==> config.mk <==
export PLATFORM = sky130hd
export DESIGN_NAME = sm4_rkey_scheduler
export DESIGN_NICKNAME = d
export VERILOG_FILES = /design/src/rtl/sm4_rkey_scheduler.sv
export SDC_FILE = /design/constraint.sdc
export NUM_CORES = 2
export LEC_CHECK = 0
export CORE_MARGIN = 2
export CORE_UTILIZATION = 55
export CTS_BUF_LIST = sky130_fd_sc_hd__clkbuf_4
export DETAILED_ROUTE_END_ITERATION = 7
export PLACE_DENSITY = 0.81
export SLEW_MARGIN = 30
export SYNTH_ARGS = -nofsm -noshare
export SYNTH_HDL_FRONTEND = slang
export SYNTH_SLANG_ARGS = --single-unit
export TNS_END_PERCENT = 5
==> constraint.sdc <==
create_clock -name clk_i -period 18.7 [get_ports clk_i]
set_input_delay 3.74 -clock clk_i [delete_from_list [all_inputs] [get_ports clk_i]]
set_output_delay 3.74 -clock clk_i [all_outputs]
set_load 0.01 [all_outputs]
==> src/rtl/sm4_rkey_scheduler.sv <==
// sm4_rkey_scheduler: computes the 32 SM4 round keys one per cycle into a key file.
// It then streams them forward (encrypt) or in reverse (decrypt).
module sm4_rkey_scheduler #(
    parameter int word_width_p = 32,
    parameter int rounds_p = 32
) (
    input  logic                    clk_i,
    input  logic                    reset_i,
    input  logic                    key_v_i,
    input  logic [127:0]            key_i,
    output logic                    key_ready_o,
    input  logic                    start_v_i,
    input  logic                    decrypt_i,
    output logic                    start_ready_o,
    output logic                    rkey_v_o,
    output logic [word_width_p-1:0] rkey_o,
    output logic [4:0]              rkey_idx_o,
    input  logic                    rkey_ready_i,
    output logic                    last_o
);
    typedef enum logic [1:0] {IDLE, EXPAND, LOADED, STREAM} state_e;
    localparam logic [127:0] fk = 128'ha3b1bac6_56aa3350_677d9197_b27022dc;
    localparam logic [0:255][7:0] sbox_tbl = {
        128'hd690e9fecce13db716b614c228fb2c05, 128'h2b679a762abe04c3aa44132649860699,
        128'h9c4250f491ef987a33540b43edcfac62, 128'he4b31ca9c908e89580df94fa758f3fa6,
        128'h4707a7fcf37317ba83593c19e6854fa8, 128'h686b81b27164da8bf8eb0f4b70569d35,
        128'h1e240e5e6358d1a225227c3b01217887, 128'hd40046579fd327524c3602e7a0c4c89e,
        128'heabf8ad240c738b5a3f7f2cef96115a1, 128'he0ae5da49b341a55ad933230f58cb1e3,
        128'h1df6e22e8266ca60c02923ab0d534e6f, 128'hd5db3745defd8e2f03ff6a726d6c5b51,
        128'h8d1baf92bbddbc7f11d95c411f105ad8, 128'h0ac13188a5cd7bbd2d74d012b8e5b4b0,
        128'h8969974a0c96777e65b9f109c56ec684, 128'h18f07dec3adc4d2079ee5f3ed7cb3948
    };
    function automatic logic [7:0] sbox(input logic [7:0] x, input logic [7:0] m);
        return sbox_tbl[x ^ m];
    endfunction
    state_e state;
    logic [31:0] k0, k1, k2, k3, ck, x, b, rk;
    logic [4:0] cnt, nidx;
    logic dec;
    logic [word_width_p-1:0] rf [rounds_p];
    // CK bytes are (4c+j)*7 mod 256, generated from the counter instead of a table
    for (genvar j = 0; j < 4; j++) begin : g_byte
        assign ck[31-8*j -: 8] = {1'b0, cnt, 2'(j)} * 8'd7;
        assign b[31-8*j -: 8] = sbox(x[31-8*j -: 8], 8'h00);
    end
    assign x = k1 ^ k2 ^ k3 ^ ck;
    assign rk = k0 ^ b ^ {b[18:0], b[31:19]} ^ {b[8:0], b[31:9]};
    assign key_ready_o = state == IDLE || (state == LOADED && !start_v_i);
    assign start_ready_o = state == LOADED;
    assign nidx = dec ? rkey_idx_o - 5'd1 : rkey_idx_o + 5'd1;
    always_ff @(posedge clk_i) begin
        if (state == EXPAND) rf[cnt] <= rk;
    end
    always_ff @(posedge clk_i) begin
        if (reset_i) begin
            state <= IDLE;
            rkey_v_o <= 1'b0;
            rkey_o <= '0;
            rkey_idx_o <= '0;
            last_o <= 1'b0;
        end else begin
            case (state)
                IDLE: if (key_v_i) begin
                    {k0, k1, k2, k3} <= key_i ^ fk;
                    cnt <= '0;
                    state <= EXPAND;
                end
                EXPAND: begin
                    {k0, k1, k2, k3} <= {k1, k2, k3, rk};
                    cnt <= cnt + 5'd1;
                    if (cnt == 5'd31) state <= LOADED;
                end
                LOADED: if (start_v_i) begin
                    dec <= decrypt_i;
                    rkey_v_o <= 1'b1;
                    rkey_idx_o <= decrypt_i ? 5'd31 : 5'd0;
                    rkey_o <= rf[decrypt_i ? 5'd31 : 5'd0];
                    last_o <= 1'b0;
                    state <= STREAM;
                end else if (key_v_i) begin
                    {k0, k1, k2, k3} <= key_i ^ fk;
                    cnt <= '0;
                    state <= EXPAND;
                end
                STREAM: if (rkey_ready_i) begin
                    if (last_o) begin
                        rkey_v_o <= 1'b0;
                        last_o <= 1'b0;
                        state <= LOADED;
                    end else begin
                        rkey_idx_o <= nidx;
                        rkey_o <= rf[nidx];
                        last_o <= nidx == (dec ? 5'd0 : 5'd31);
                    end
                end
            endcase
        end
    end
endmodule

==> flow_summary_export.csv <==
group,metric,value,unit
yosys,synth_seq_cells,1199,
die,start_util,55.31,%
die,core.rowCount,123,
grt,globalRouteMet2Util,56.61,%
yosys,yosysMostFrequentCell,"edfxtp_1",
sta,fin_crit,9.543,ns
cts,cts_setup_buffers,0,
cts,cts_root_buf,"clkbuf_4",
yosys,postSynthAreaPerCell,13.10,um2
cts,cts.sink_count,1199,
cts,cts.path.max_buffers,4,
sta,timing.final.ws_setup,9.157,ns
outcome,status,"finished with violations",
grt,grt_pass1_wl,314.3,mm
grt,grt.met3_usage,10.29,%
grt,grt_max_degree,151,
yosys,synth.largest_area_cell,"edfxtp_1",
layout,finalCoreUtilization,62.23,%
grt,track_usage,37.15,%
grt,grt_pass1_vias,47150,
detailed_routing,wirelength,218.0,mm
cts,clkTransAtPathRegs,0.05,ns
yosys,syn-num-nets,4932,
cts,cts_resized,0,
min_path,min_path_cells,2,
sta,final_hold_viol_count,0,
detailed_routing,drc,15,
min_path,hp-class,"reg2reg",
setup_path,path_max_fanout,5,
yosys,synth_edf_count,1158,
placement,dp_slack,9.349,ns
die,coreArea,112200,um2
yosys,yosysTopAreaCellShare,56.04,%
yosys,postSynthCellCount,4735,
setup_path,start_kind,"input pin",
placement,io_buffers,174,
yosys,synthFlopType,"edfxtp_1",
die,io_pins,175,
sta,max_freq,104.8,MHz
yosys,synth.distinct_cells,89,
sta,tightest_slew,1.136,ns
grt,top_usage_layer,"met2",
job,maxCapViolCount,0,
yosys,ys_warn_count,0,
layout,area_growth_syn_to_layout,12.52,%
sta,whs,0.4917,ns
sta,finClkSkew,0.1359,ns
cts,clk_latency,1.22,ns
yosys,synth_area_leaders,"edfxtp_1 (56%), mux4_2 (10%), nand2_1 (2.7%), mux2i_1 (2.6%), a21oi_1 (2.6%)",
layout,multi_input_area,25520,um2
yosys,async_flop_share,0,%
sta,period_share,51.03,%
die,dieHeight,339.9,um
setup_path,ff2ff_path_depth,13,
placement,place.gp.congestion,0.9878,
setup_path,path_class,"in2out",
sta,relSlewSlack,24.26,%
detailed_routing,drt_first_pass_iters,8,
die,dieArea,115500,um2
cts,cts_hold_buf,0,
cts,cts_buffers,312,
yosys,yosys-top-cells-count,"edfxtp_1 (1158), nand2_1 (454), nor2_1 (335)",
sta,setup_viol,0,
outcome,violations,"design-rule violations",
detailed_routing,wl_per_cell,32.69,um
detailed_routing,vias,47860,
setup_path,cp.required,14.96,ns
grt,overflow,0,
yosys,syn_area,62050,um2
layout,nFillCells,8266,
detailed_routing,ant_nets,0,
layout,nNetsFinal,5165,
sta,drv_slew,0,
grt,met1_usage,48.31,%
setup_path,crit_arrival,5.80,ns
cts,tritoncts,"built",
grt,antenna_found_initial,9,
die,fp.dieW,339.9,um
sta,tns,0,ns
setup_path,end_kind,"output port",
sta,rsz0062_at_grt,"no",
yosys,synth-seq-area-share,57.36,%
detailed_routing,viasPerCell,7.175,
layout,drive_above_1_share,20.26,%
placement,dpl.hpwl,126.0,mm
layout,seq_area,35600,um2
cts,ctsHtreeMaxLevel,5,
detailed_routing,drt-initial-drc-count,8312,
[cell type report]
class | count | share of cell area, %
Antenna cell | 3 | 0.01075
Inverter | 33 | 0.1774
Tap cell | 1500 | 2.688
Clock buffer | 437 | 4.699
Sequential cell | 1199 | 50.99
Multi-Input combinational cell | 3088 | 36.55
Clock inverter | 76 | 0.5466
Timing Repair Buffer | 334 | 4.344
[through the flow]
stage | cell area (um2) | instances
detailed placement | 66040 | 6150
global placement | 65960 | 6148
finish | 69820 | 6670
global route | 69810 | 6668
floorplan | 62050 | 4735
CTS | 69700 | 6663
[kinds of logic after synthesis]
logic type	Yosys count	synth area share (%)
AOI/OAI and AO/OA	1213	13.32
buffers and inverters	448	2.934
and+or+nand+nor	1142	7.983
muxes	467	13.40
adders and majority gates	64	1.383
DFF	1199	57.36
xor gates and xnor gates	202	3.616
[critical path, cell delays in order]
cell	delay [ns]
clkdlybuf4s50_1	0.67
a21oi_1	0.69
clkdlybuf4s50_1	0.69
[flip-flops by register name, indices dropped and copies added, names as in the netlist]
register and count:
state 2, rkey_v_o 1, rkey_o 32, last_o 1, cnt 5, k2 32, k3 32, rkey_idx_o 5
k0 32, rf 1024, k1 32, dec 1
[layout by cell type (no fill, tap or decap), drive strengths merged, types with 67 or more instances in the layout]
| cell type | n |
|---|---|
| buf | 162 |
| nand2 | 454 |
| mux4 | 289 |
| o21ai | 200 |
| a211oi | 122 |
| edfxtp | 1158 |
| clkdlybuf4s50 | 172 |
| xnor2 | 116 |
| clkinv | 67 |
| nor3 | 78 |
| nand3 | 117 |
| mux2i | 160 |
| nor2 | 335 |
| a21oi | 318 |
| clkbuf | 437 |
[path summary, 6_finish.rpt]
check | slack (ns) | to | start
setup / recovery | 9.16 | key_ready_o | start_v_i
hold / removal | 0.49 | rkey_o[13]$_SDFFE_PP0P_ | rkey_o[13]$_SDFFE_PP0P_
setup reg to reg | 11.86 | rf[18][12]$_DFFE_PP_ | cnt[0]$_SDFFCE_PN0P_
hold reg to reg | 0.49 | rkey_o[13]$_SDFFE_PP0P_ | rkey_o[13]$_SDFFE_PP0P_
[layer usage]
layer / vias up / share of wire, %
met5: - / 0.022
met2: 4308 / 45
met3: 860 / 14
met1: 23240 / 34
li1: 19450 / -
met4: 8 / 6.1
Power is not shown: default switching activity piles up to over one toggle a cycle in this logic, so the estimate is an artifact.
